**config.mk**
```make
export PLATFORM = sky130hd
export DESIGN_NAME = apb_uart_fifo_flat
export DESIGN_NICKNAME = d
export VERILOG_FILES = /design/src/rtl/apb_uart_fifo_if.sv /design/src/rtl/apb_uart_fifo.sv /design/src/flat_wrapper.sv
export SDC_FILE = /design/constraint.sdc
export NUM_CORES = 1
export LEC_CHECK = 0
export CAP_MARGIN = 20
export CELL_PAD_IN_SITES_DETAIL_PLACEMENT = 0
export CELL_PAD_IN_SITES_GLOBAL_PLACEMENT = 2
export CORE_MARGIN = 8
export CORE_UTILIZATION = 38
export DETAILED_ROUTE_END_ITERATION = 16
export PLACE_DENSITY = 0.72
export REMOVE_ABC_BUFFERS = 1
export SYNTH_ARGS = -nofsm -noshare
export SYNTH_HDL_FRONTEND = slang
export SYNTH_SLANG_ARGS = --single-unit
```
**constraint.sdc**
```tcl
create_clock -name PCLK -period 3.3 [get_ports PCLK]
set_input_delay 0.66 -clock PCLK [delete_from_list [all_inputs] [get_ports PCLK]]
set_output_delay 0.66 -clock PCLK [all_outputs]
set_load 0.005 [all_outputs]
```
**src/rtl/apb_uart_fifo_if.sv**
```systemverilog
// APB slave port bundle for the buffered UART.
// The bus master drives control/address/write data; the UART answers with read data and status.
interface apb_uart_fifo_if;
  logic       PSEL;
  logic       PENABLE;
  logic       PWRITE;
  logic [7:0] PADDR;
  logic [7:0] PWDATA;
  logic [7:0] PRDATA;
  logic       PREADY;
  logic       PSLVERR;

  modport master (
    output PSEL, PENABLE, PWRITE, PADDR, PWDATA,
    input  PRDATA, PREADY, PSLVERR
  );

  modport slave (
    input  PSEL, PENABLE, PWRITE, PADDR, PWDATA,
    output PRDATA, PREADY, PSLVERR
  );
endinterface

```
**src/rtl/apb_uart_fifo.sv**
```systemverilog
// APB-attached UART with TX/RX FIFOs, programmable divisor, optional parity and loopback.
// Zero-wait-state register slave; the serial pins are driven directly from the shifters.
module apb_uart_fifo #(
  parameter int          DATA_W     = 8,
  parameter int          FIFO_DEPTH = 8,
  parameter logic [15:0] DIV_RST    = 16'd433
) (
  input  logic           PCLK,
  input  logic           PRESET,
  apb_uart_fifo_if.slave apb,
  output logic           txd,
  input  logic           rxd,
  output logic           irq
);
  localparam int AW = $clog2(FIFO_DEPTH);
  localparam int BW = $clog2(DATA_W);
  localparam logic [BW-1:0] LAST_BIT = BW'(DATA_W - 1);

  typedef enum logic [2:0] {TX_IDLE, TX_START, TX_DATA, TX_PAR, TX_STOP} tx_state_t;
  typedef enum logic [2:0] {RX_IDLE, RX_CHK, RX_DATA, RX_PAR, RX_STOP} rx_state_t;

  logic [6:0]  ctrl_reg;
  logic [15:0] div_reg;
  logic        ovr_reg, perr_reg, ferr_reg, irq_reg;

  logic [DATA_W-1:0] tx_mem [FIFO_DEPTH];
  logic [DATA_W-1:0] rx_mem [FIFO_DEPTH];
  logic [AW:0]       tx_wr_reg, tx_rd_reg, rx_wr_reg, rx_rd_reg;

  tx_state_t         tx_state_reg;
  logic [15:0]       tx_cnt_reg, tx_div_reg;
  logic [BW-1:0]     tx_bit_reg;
  logic [DATA_W-1:0] tx_shift_reg;
  logic              tx_par_reg, tx_line_reg;

  rx_state_t         rx_state_reg;
  logic [15:0]       rx_cnt_reg, rx_div_reg;
  logic [BW-1:0]     rx_bit_reg;
  logic [DATA_W-1:0] rx_shift_reg;
  logic              rx_s1_reg, rx_s2_reg, rx_prev_reg, rx_perr_reg, rx_push_reg;

  logic tx_en, rx_en, loopback, par_en, par_odd, irq_rx_en, irq_tx_en;
  assign tx_en     = ctrl_reg[0];
  assign rx_en     = ctrl_reg[1];
  assign loopback  = ctrl_reg[2];
  assign par_en    = ctrl_reg[3];
  assign par_odd   = ctrl_reg[4];
  assign irq_rx_en = ctrl_reg[5];
  assign irq_tx_en = ctrl_reg[6];

  // Pointers carry one extra wrap bit so full and empty are distinguishable.
  logic tx_full, tx_empty, rx_full, rx_empty, tx_busy;
  assign tx_empty = (tx_wr_reg == tx_rd_reg);
  assign rx_empty = (rx_wr_reg == rx_rd_reg);
  assign tx_full  = (tx_wr_reg[AW] != tx_rd_reg[AW]) && (tx_wr_reg[AW-1:0] == tx_rd_reg[AW-1:0]);
  assign rx_full  = (rx_wr_reg[AW] != rx_rd_reg[AW]) && (rx_wr_reg[AW-1:0] == rx_rd_reg[AW-1:0]);
  assign tx_busy  = (tx_state_reg != TX_IDLE);

  logic apb_access, reg_wr, reg_rd;
  logic sel_data, sel_ctrl, sel_stat, sel_dlo, sel_dhi, mapped;
  assign apb_access = apb.PSEL & apb.PENABLE;
  assign reg_wr     = apb_access & apb.PWRITE;
  assign reg_rd     = apb_access & ~apb.PWRITE;
  assign sel_data   = (apb.PADDR == 8'h00);
  assign sel_ctrl   = (apb.PADDR == 8'h04);
  assign sel_stat   = (apb.PADDR == 8'h08);
  assign sel_dlo    = (apb.PADDR == 8'h0C);
  assign sel_dhi    = (apb.PADDR == 8'h10);
  assign mapped     = sel_data | sel_ctrl | sel_stat | sel_dlo | sel_dhi;

  // Full is evaluated before any shifter pop in the same cycle.
  logic tx_push, rx_pop;
  assign tx_push = reg_wr & sel_data & ~tx_full;
  assign rx_pop  = reg_rd & sel_data & ~rx_empty;

  assign apb.PREADY  = 1'b1;
  assign apb.PSLVERR = apb_access & ((sel_data & apb.PWRITE & tx_full) |
                                     (sel_data & ~apb.PWRITE & rx_empty) | ~mapped);

  logic [DATA_W-1:0] tx_head, rx_head;
  logic [7:0]        rx_head8;
  assign tx_head = tx_mem[tx_rd_reg[AW-1:0]];
  assign rx_head = rx_mem[rx_rd_reg[AW-1:0]];

  genvar gi;
  generate
    for (gi = 0; gi < 8; gi++) begin : g_head
      if (gi < DATA_W) begin : g_bit
        assign rx_head8[gi] = rx_head[gi];
      end else begin : g_pad
        assign rx_head8[gi] = 1'b0;
      end
    end
  endgenerate

  logic [7:0] status_byte, rd_mux;
  assign status_byte = {tx_busy, ferr_reg, perr_reg, ovr_reg, rx_empty, rx_full, tx_empty, tx_full};

  always_comb begin
    rd_mux = 8'h00;
    case (apb.PADDR)
      8'h00:   rd_mux = rx_head8;
      8'h04:   rd_mux = {1'b0, ctrl_reg};
      8'h08:   rd_mux = status_byte;
      8'h0C:   rd_mux = div_reg[7:0];
      8'h10:   rd_mux = div_reg[15:8];
      default: rd_mux = 8'h00;
    endcase
    apb.PRDATA = (reg_rd & ~apb.PSLVERR) ? rd_mux : 8'h00;
  end

  logic tx_bit_end, tx_load;
  assign tx_bit_end = (tx_cnt_reg == tx_div_reg);
  assign tx_load    = tx_en & ~tx_empty &
                      ((tx_state_reg == TX_IDLE) | ((tx_state_reg == TX_STOP) & tx_bit_end));

  logic [16:0] rx_half;
  logic        rx_chk_hit, rx_bit_end, rx_fall, stop_sample;
  logic        frm_evt, par_evt, ovr_evt, rx_do_push;
  assign rx_half     = ({1'b0, rx_div_reg} + 17'd1) >> 1;
  assign rx_chk_hit  = (({1'b0, rx_cnt_reg} + 17'd1) >= rx_half);
  assign rx_bit_end  = (rx_cnt_reg == rx_div_reg);
  assign rx_fall     = rx_prev_reg & ~rx_s2_reg;
  assign stop_sample = (rx_state_reg == RX_STOP) & rx_bit_end;
  assign frm_evt     = stop_sample & ~rx_s2_reg;
  assign par_evt     = stop_sample & rx_perr_reg;
  // A concurrent APB pop frees the slot, so a full FIFO still accepts the byte.
  assign rx_do_push  = rx_push_reg & (~rx_full | rx_pop);
  assign ovr_evt     = rx_push_reg & rx_full & ~rx_pop;

  logic [2:0] w1c;
  assign w1c = (reg_wr & sel_stat) ? apb.PWDATA[6:4] : 3'b000;

  always_ff @(posedge PCLK) begin
    if (PRESET) begin
      ctrl_reg <= '0;
      div_reg  <= DIV_RST;
      ovr_reg  <= 1'b0;
      perr_reg <= 1'b0;
      ferr_reg <= 1'b0;
      irq_reg  <= 1'b0;
    end else begin
      if (reg_wr & sel_ctrl) ctrl_reg       <= apb.PWDATA[6:0];
      if (reg_wr & sel_dlo)  div_reg[7:0]   <= apb.PWDATA;
      if (reg_wr & sel_dhi)  div_reg[15:8]  <= apb.PWDATA;
      // New error events take priority over a same-cycle clear.
      ovr_reg  <= (ovr_reg  & ~w1c[0]) | ovr_evt;
      perr_reg <= (perr_reg & ~w1c[1]) | par_evt;
      ferr_reg <= (ferr_reg & ~w1c[2]) | frm_evt;
      irq_reg  <= (irq_rx_en & ~rx_empty) | (irq_tx_en & tx_empty & ~tx_busy) |
                  ovr_reg | perr_reg | ferr_reg;
    end
  end

  always_ff @(posedge PCLK) begin
    if (PRESET) begin
      tx_wr_reg <= '0;
      tx_rd_reg <= '0;
      rx_wr_reg <= '0;
      rx_rd_reg <= '0;
    end else begin
      if (tx_push)    tx_wr_reg <= tx_wr_reg + 1'b1;
      if (tx_load)    tx_rd_reg <= tx_rd_reg + 1'b1;
      if (rx_do_push) rx_wr_reg <= rx_wr_reg + 1'b1;
      if (rx_pop)     rx_rd_reg <= rx_rd_reg + 1'b1;
    end
  end

  always_ff @(posedge PCLK) begin
    if (tx_push)    tx_mem[tx_wr_reg[AW-1:0]] <= apb.PWDATA[DATA_W-1:0];
    if (rx_do_push) rx_mem[rx_wr_reg[AW-1:0]] <= rx_shift_reg;
  end

  always_ff @(posedge PCLK) begin
    if (PRESET) begin
      tx_state_reg <= TX_IDLE;
      tx_cnt_reg   <= '0;
      tx_div_reg   <= '0;
      tx_bit_reg   <= '0;
      tx_shift_reg <= '0;
      tx_par_reg   <= 1'b0;
      tx_line_reg  <= 1'b1;
    end else if (tx_load) begin
      tx_state_reg <= TX_START;
      tx_cnt_reg   <= '0;
      tx_div_reg   <= div_reg;
      tx_shift_reg <= tx_head;
      tx_par_reg   <= (^tx_head) ^ par_odd;
      tx_line_reg  <= 1'b0;
    end else if (tx_state_reg != TX_IDLE) begin
      if (!tx_bit_end) begin
        tx_cnt_reg <= tx_cnt_reg + 16'd1;
      end else begin
        tx_cnt_reg <= '0;
        case (tx_state_reg)
          TX_START: begin
            tx_state_reg <= TX_DATA;
            tx_bit_reg   <= '0;
            tx_line_reg  <= tx_shift_reg[0];
          end
          TX_DATA: begin
            if (tx_bit_reg == LAST_BIT) begin
              tx_state_reg <= par_en ? TX_PAR : TX_STOP;
              tx_line_reg  <= par_en ? tx_par_reg : 1'b1;
            end else begin
              tx_bit_reg   <= tx_bit_reg + 1'b1;
              tx_shift_reg <= tx_shift_reg >> 1;
              tx_line_reg  <= tx_shift_reg[1];
            end
          end
          TX_PAR: begin
            tx_state_reg <= TX_STOP;
            tx_line_reg  <= 1'b1;
          end
          default: begin
            tx_state_reg <= TX_IDLE;
            tx_line_reg  <= 1'b1;
          end
        endcase
      end
    end
  end

  assign txd = tx_line_reg | loopback;
  assign irq = irq_reg;

  always_ff @(posedge PCLK) begin
    if (PRESET) begin
      rx_s1_reg    <= 1'b1;
      rx_s2_reg    <= 1'b1;
      rx_prev_reg  <= 1'b1;
      rx_state_reg <= RX_IDLE;
      rx_cnt_reg   <= '0;
      rx_div_reg   <= '0;
      rx_bit_reg   <= '0;
      rx_shift_reg <= '0;
      rx_perr_reg  <= 1'b0;
      rx_push_reg  <= 1'b0;
    end else begin
      rx_s1_reg   <= loopback ? tx_line_reg : rxd;
      rx_s2_reg   <= rx_s1_reg;
      rx_prev_reg <= rx_s2_reg;
      rx_push_reg <= stop_sample & rx_s2_reg;
      case (rx_state_reg)
        RX_IDLE: begin
          if (rx_en & rx_fall) begin
            rx_state_reg <= RX_CHK;
            rx_cnt_reg   <= '0;
            rx_div_reg   <= div_reg;
          end
        end
        RX_CHK: begin
          if (rx_chk_hit) begin
            rx_state_reg <= rx_s2_reg ? RX_IDLE : RX_DATA;
            rx_cnt_reg   <= '0;
            rx_bit_reg   <= '0;
            rx_perr_reg  <= 1'b0;
          end else begin
            rx_cnt_reg <= rx_cnt_reg + 16'd1;
          end
        end
        default: begin
          if (!rx_bit_end) begin
            rx_cnt_reg <= rx_cnt_reg + 16'd1;
          end else begin
            rx_cnt_reg <= '0;
            if (rx_state_reg == RX_DATA) begin
              rx_shift_reg <= {rx_s2_reg, rx_shift_reg[DATA_W-1:1]};
              if (rx_bit_reg == LAST_BIT) rx_state_reg <= par_en ? RX_PAR : RX_STOP;
              else                        rx_bit_reg   <= rx_bit_reg + 1'b1;
            end else if (rx_state_reg == RX_PAR) begin
              rx_perr_reg  <= rx_s2_reg ^ (^rx_shift_reg) ^ par_odd;
              rx_state_reg <= RX_STOP;
            end else begin
              rx_state_reg <= RX_IDLE;
            end
          end
        end
      endcase
    end
  end
endmodule
```
**src/flat_wrapper.sv**
```systemverilog
// flat-port wrapper written by rule: the top's interface ports become plain ports
module apb_uart_fifo_flat 
#(
  parameter int          DATA_W     = 8,
  parameter int          FIFO_DEPTH = 8,
  parameter logic [15:0] DIV_RST    = 16'd433
)
  (PCLK, PRESET, txd, rxd, irq, apb_PSEL, apb_PENABLE, apb_PWRITE, apb_PADDR, apb_PWDATA, apb_PRDATA, apb_PREADY, apb_PSLVERR);
  apb_uart_fifo_if apb_i ();
  input  logic PCLK;
  input  logic PRESET;
  output logic txd;
  input  logic rxd;
  output logic irq;
  input wire logic [$bits(apb_i.PSEL)-1:0] apb_PSEL;
  input wire logic [$bits(apb_i.PENABLE)-1:0] apb_PENABLE;
  input wire logic [$bits(apb_i.PWRITE)-1:0] apb_PWRITE;
  input wire logic [$bits(apb_i.PADDR)-1:0] apb_PADDR;
  input wire logic [$bits(apb_i.PWDATA)-1:0] apb_PWDATA;
  output wire logic [$bits(apb_i.PRDATA)-1:0] apb_PRDATA;
  output wire logic [$bits(apb_i.PREADY)-1:0] apb_PREADY;
  output wire logic [$bits(apb_i.PSLVERR)-1:0] apb_PSLVERR;
  assign apb_i.PSEL = apb_PSEL;
  assign apb_i.PENABLE = apb_PENABLE;
  assign apb_i.PWRITE = apb_PWRITE;
  assign apb_i.PADDR = apb_PADDR;
  assign apb_i.PWDATA = apb_PWDATA;
  assign apb_PRDATA = apb_i.PRDATA;
  assign apb_PREADY = apb_i.PREADY;
  assign apb_PSLVERR = apb_i.PSLVERR;
  apb_uart_fifo #(.DATA_W(DATA_W), .FIFO_DEPTH(FIFO_DEPTH), .DIV_RST(DIV_RST)) u_core (.PCLK(PCLK), .PRESET(PRESET), .apb(apb_i), .txd(txd), .rxd(rxd), .irq(irq));
endmodule
```
# [Yosys cells after proc, flatten, opt, wreduce, memory -nomap -nowiden]
# Memory sizes are Yosys's and may differ from the RTL's. A register that Yosys moved wholly into a read port is not among the register bits.
# Index checks and enable logic that the tools add are counted.
# Widths: inputs -> output; s select.
[word_totals] memories=2 output_inout_bits=12 ff_bits=142 ram_bits=128 elab_cells=225 input_bits=22
[mem_list] memory="u_core.rx_mem" depth=8 word_bits=8 read_ports=1 rd_ports_with_merged_regs=1 write_ports=1 line_no="apb_uart_fifo.sv:27" source="logic [DATA_W-1:0] rx_mem [FIFO_DEPTH];"
[mem_list] memory="u_core.tx_mem" depth=8 word_bits=8 read_ports=1 rd_ports_with_merged_regs=1 write_ports=1 line_no="apb_uart_fifo.sv:26" source="logic [DATA_W-1:0] tx_mem [FIFO_DEPTH];"
[op_classes] n_lt_le_gt_ge=1 bitwise_logic=70 n_eq_ne=31 reduce_logical=28 add_sub_neg=10 n_mux=54
[ops] cell="$mux 16" n=4
[ops] cell="$mux 3" n=18
[ops] cell="$mux 8" n=6
[ops] cell="$pmux 8 s5" n=1
[ops] cell="$and 1x1->1" n=35
[ops] cell="$add 16x1->17 const B" n=2
[ops] cell="$add 16x1->16 const B" n=2
[ops] cell="$eq 16x16->1" n=2
[ops] cell="$pmux 16 s2" n=1
[ops] cell="$pmux 3 s2" n=3
[ops] cell="$ge 17x16->1" n=1
[ops] cell="$mux 1" n=17
[ops] cell="$add 4x1->4 const B" n=4
[ops] cell="$eq 8x4->1 const B" n=2
[ops] cell="$not 1->1" n=16
[ops] cell="$or 1x1->1" n=16
[ops] cell="$reduce_xor 8->1" n=2
[ops] cell="$reduce_and 5->1" n=3
[ops] cell="$reduce_bool 2->1" n=7
[ops] cell="$eq 3x2->1 const B" n=4
[ops] cell="$eq 3x3->1 const B" n=4
[ops] cell="$pmux 3 s3" n=1
[ops] cell="$reduce_and 3->1" n=3
[ops] cell="$eq 4x4->1" n=2
[ops] cell="other kinds (20)" n=38

# [Logic depth before layout (Yosys ltp)]
[logic_depth] ltp_word=11 mapped_depth=15 mapped_depth_nobuf=14

# [Worst setup path before layout]
# No wires, ideal clock.
[synth_path] kind="register to register" start="register u_core.rx_cnt_reg[2]" end="register u_core.rx_cnt_reg[9]" setup_ns=0.091 period_less_slack_ns=3.173 t_required_ns=3.209 t_arrival_ns=3.082 path_stages_with_launch=16 path_buffers=2 slack_ns=0.127 cell_sequence="dfxtp_1 -> clkbuf_1 -> and3_1 -> nand3_1 -> or2_2 -> nor2_1 -> xnor2_1 -> ha_1 -> a21o_1 -> a2111oi_0 -> o211ai_1 -> a21o_1 -> nand2_1 -> buf_2 -> a21oi_1 -> a311oi_1"
[synth_between] elab_chain_cells=4 word_cells_on_any_way=7 classes_between="2 x add/sub; 1 x order compare; 1 x eq/ne; 3 x mux"
[synth_rtl] element="from (decl)" line_no="apb_uart_fifo.sv:37" source="logic [15:0] rx_cnt_reg, rx_div_reg;"
[synth_rtl] element="from (signal assigned)" line_no="apb_uart_fifo.sv:259" source="rx_cnt_reg <= rx_cnt_reg + 16'd1;"
[synth_rtl] element="from (signal assigned)" line_no="apb_uart_fifo.sv:264" source="rx_cnt_reg <= rx_cnt_reg + 16'd1;"
[synth_rtl] element="$add 16x1->17" line_no="apb_uart_fifo.sv:121" source="assign rx_chk_hit = (({1'b0, rx_cnt_reg} + 17'd1) >= rx_half);"
[synth_rtl] element="$ge 17x16->1" line_no="apb_uart_fifo.sv:121"
[synth_rtl] element="$mux 16" line_no="apb_uart_fifo.sv:253" source="if (rx_chk_hit) begin"
[synth_rtl] element="$pmux 16 s2 *" line_no="apb_uart_fifo.sv:244" source="case (rx_state_reg)"
# Mark *: on every way between the ends. The rest lies on a longest branch, timed or not.
# A chain may end at the register's enable or synchronous reset.

# [Final worst setup path]
[layout_path] start="register u_core.rx_cnt_reg[0]" end="register u_core.rx_state_reg[2]"
[layout_between] elab_chain_cells=4 word_cells_on_any_way=6 classes_between="1 x add/sub; 1 x order compare; 2 x eq/ne; 2 x reduce/logical"
[layout_rtl] element="$add 16x1->17" line_no="apb_uart_fifo.sv:121"
[layout_rtl] element="$ge 17x16->1" line_no="apb_uart_fifo.sv:121"
[layout_rtl] element="$ne 2x1->1 (no source line)"
[layout_rtl] element="$reduce_and 4->1 (no source line) *"
[layout_rtl] element="to (signal assigned)" line_no="apb_uart_fifo.sv:254" source="rx_state_reg <= rx_s2_reg ? RX_IDLE : RX_DATA;"
[layout_rtl] element="to (signal assigned)" line_no="apb_uart_fifo.sv:269" source="if (rx_bit_reg == LAST_BIT) rx_state_reg <= par_en ? RX_PAR : RX_STOP;"
[layout_rtl] element="to (decl)" line_no="apb_uart_fifo.sv:36" source="rx_state_t rx_state_reg;"
# Marks and branches as above.

==> impl_metrics.csv <==
group,metric,value,unit
drt,antenna_left,0,
clock_network,clkTransAtPathRegs,60,ps
floorplanning,start_util,38.2,%
sta,fin_ws,63.7,ps
worst_hold_path,hold_class,"reg -> reg",
clock_network,insertion_delay,520,ps
logic_synthesis,synth.avg_cell_area,11.1,sq um
drt,wl_met1,15600,um
global_route,grt_pass1_vias,8756,
floorplanning,die_w,199,um
sta,setup_viol,0,
layout,final_layout_size_suffix_gt1_share,22.5,%
power,ir_worst_vdd,0.000349,V
sta,clock.fmax,309,MHz
global_route,grt_pass1_wl,50800,um
global_route,antenna_found_initial,1,
logic_synthesis,synth_edf_count,128,
layout,syn_to_final_growth,24.0,%
clock_network,cts_root_buf,"clkbuf_16",
worst_hold_path,min_path_cells,2,
logic_synthesis,synth.most_common_cell,"dfxtp_1",
drt,drcViolationCount,0,
power,power_density,498,nW/um^2
floorplanning,ios,34,
worst_setup_path,crit_family,"simple AND/OR/NAND/NOR gates",
logic_synthesis,synthesis.area,12700,sq um
power,total_power,7.83,mW
worst_setup_path,crit_top_cell,"a21o_1",
sta,fin_worst_skew,17.3,ps
drt,vias,8963,
global_route,grt_start_max_net_pins,75,
placed_design,post-place-ws,-480,ps
drt,first_iter_violations,569,
global_route,grt_util_all_layers,16.5,%
worst_setup_path,worstPathArrival,3680,ps
placed_design,dp_cells,1666,
clock_network,clk_path_buf_depth,3,
worst_setup_path,path_buf_inv,2,
power,leakagePower,5.69,nW
run,drv_cap,0,
drt,viasPerCell,5.11,
worst_setup_path,crit_chain,"ha_1 > nand4_1 > nor2_2 > buf_4 > nand2_1 > xnor2_2 > ha_1 > a21o_1 > a21o_1 > a21oi_1 > o211ai_1 > a21o_1 > nand2_4 > buf_12 > or4_4 > a21oi_2",
worst_setup_path,r2r.worst_path.cells,16,
global_route,overflow,0,
worst_setup_path,worstPathMaxFanout,7,
logic_synthesis,ys_types,65,
power,p_clk_share,49.0,%
layout,fillCellCount,3111,
run_status,status,"finished, final reports clean",
worst_setup_path,cp_data_required_time,3750,ps
logic_synthesis,ys_top_cells_by_count,"dfxtp_1 (148), nand2_1 (143), edfxtp_1 (128), nor2_1 (128), a21oi_1 (80)",
floorplanning,floorplan.die_area,39500,sq um
floorplanning,rows,67,
power,power_switching,1.75,mW
logic_synthesis,synth_seq_cells,276,
sta,slew_violations,0,
placed_design,dp_hpwl,22700,um
sta,hold_viol,0,
logic_synthesis,yosys_warnings,0,
drt,highest_layer,"met4",
logic_synthesis,synth_area_leaders,"edfxtp_1 (30%), dfxtp_1 (23%), mux4_2 (6.4%)",
drt,dr.pass1.iters,7,
logic_synthesis,synth_cells,1143,
worst_setup_path,endpoint_kind,"flop",
sta,relSlewSlack,39.0,%
clock_network,cts.htree.levels,2,
logic_synthesis,synthFlopType,"dfxtp_1",
worst_setup_path,critPathLaunchType,"flop",
sta,fin_setup_tns,0,ps
power,power_frac_seq,46.0,%
drt,wl,32700,um
logic_synthesis,synth_top_area_share,30.3,%
placed_design,port_buffers,32,
worst_setup_path,crit-reg2reg-launch,"u_core.rx_cnt_reg[0]",
power,p_int,6.08,mW
placed_design,gp_congestion,0.785,
clock_network,cts.sinks,276,
drt,wl_met2,15000,um
worst_setup_path,max_stage_delay,510,ps
worst_hold_path,whs_endpoint,"u_core.tx_par_reg",
drt,routedWlPerCell,18.6,um
worst_setup_path,cp_slowest_cell,"or4_4",
worst_hold_path,hp-start,"u_core.tx_par_reg",
floorplanning,floorplan.die.height,199,um
sta,rsz0062_at_grt,"true",
layout,fin_util,47.4,%
clock_network,numCtsBuffers,34,
drt,route.met3.wl,1470,um
layout,fin_cells,1754,
floorplanning,core,33200,sq um
worst_setup_path,path_class,"reg -> reg",
logic_synthesis,ys_seq_area_share,53.6,%
worst_setup_path,r2r_setup_slack,60,ps
logic_synthesis,synth.largest_area_cell,"edfxtp_1",
sta,period_minus_slack,3240,ps
worst_setup_path,r2r_end,"u_core.rx_state_reg[2]",
clock_network,cts_tree,"done",
sta,tightest_slew,891,ps
clock_network,cts_hold_buf,0,
power,switching_share,22.3,%
logic_synthesis,synthArstFlopShare,0,%
power,p_comb_share,5.0,%
layout,nets,1329,
sta,post-route-period-util,98.1,%
## kinds of logic (layout without fill, tap and decap cells)
family                     Yosys count  count (layout)  share of synthesized area, %
DFF                                276             276                          53.6
and+or+nand+nor                    411             411                          15.0
adders and majority gates           27              27                          2.66
xor gates and xnor gates           124             124                          8.56
AOI/OAI and AO/OA                  155             155                          7.79
other                                1               2                        0.0296
buffers and inverters               69             231                          2.25
muxes                               80              80                          10.0
## cells in the final DEF (no fill, tap or decap), drive strengths merged, types with 17 or more instances in the layout
master,netlist,routed
xnor2,69,69
nand4,17,17
ha,27,27
clkdlybuf4s50,0,18
buf,17,137
nor2,129,129
edfxtp,128,128
nand2,145,145
a22oi,19,19
mux2i,36,36
a21oi,81,81
clkbuf,44,49
xor2,55,55
dfxtp,148,148
mux4,36,36
nand3,35,35
## worst min-delay path, delay by kind of cell, from the launching register on
kind	cells	cell delay, ps
DFF	1	310
and+or+nand+nor	1	50
AOI/OAI and AO/OA	1	50
## power by group through the flow
stage               registers, mW  clock network, mW  logic, mW
floorplan                    3.68                  0      0.194
global placement             3.68                  0      0.394
detailed placement           3.68                  0      0.392
CTS                          3.60               3.93      0.396
global route                 3.60               4.07      0.430
finish                       3.60               3.84      0.390
## repair_timing
item / in CTS / in global routing
pin swaps: 17 / 34
gates cloned: 1 / 2
buffers inserted: 11 / 12
gates resized for setup: 51 / 41
setup endpoints to repair: 20 / 23
## area by class of cell
type	instances	area [sq um]	area share (%)
diodes	1	2.50	0.0159
well taps	448	561	3.56
inverters	8	30.0	0.191
clock buffers	47	950	6.04
multi-input cells	798	5790	36.8
repair buffers	162	1360	8.66
flip-flops and latches	276	6820	43.4
clock inverters	14	214	1.36
## routing by layer
layer	vias to the layer above	global-route usage [%]
met2	158	26.1
met3	45	2.98
met5	-	0
met1	4375	23.0
met4	0	4.28
li1	4385	-
## worst max path at each step
stage,slack (ps),end,from,cells after the start
6_report,60,u_core.rx_state_reg[2],u_core.rx_cnt_reg[0],16
5_1_grt,-90,u_core.rx_cnt_reg[2],u_core.rx_div_reg[4],16
4_1_cts,2,apb_PRDATA[1],apb_PADDR[1],8
3_5_place_dp,-480,apb_PRDATA[5],apb_PADDR[1],7
3_3_place_gp,-470,apb_PRDATA[6],apb_PADDR[1],7
2_1_floorplan,70,u_core.rx_cnt_reg[2],u_core.rx_div_reg[2],14
## per-stage QoR
step | hold WS (ps) | cell area [sq um]
after floorplan | 389 | 12400
after global placement | 443 | 14100
after detailed placement | 439 | 14100
after CTS | 456 | 15400
after global routing | 488 | 15700
final | 451 | 15700
(Power assumes the default switching activity.)
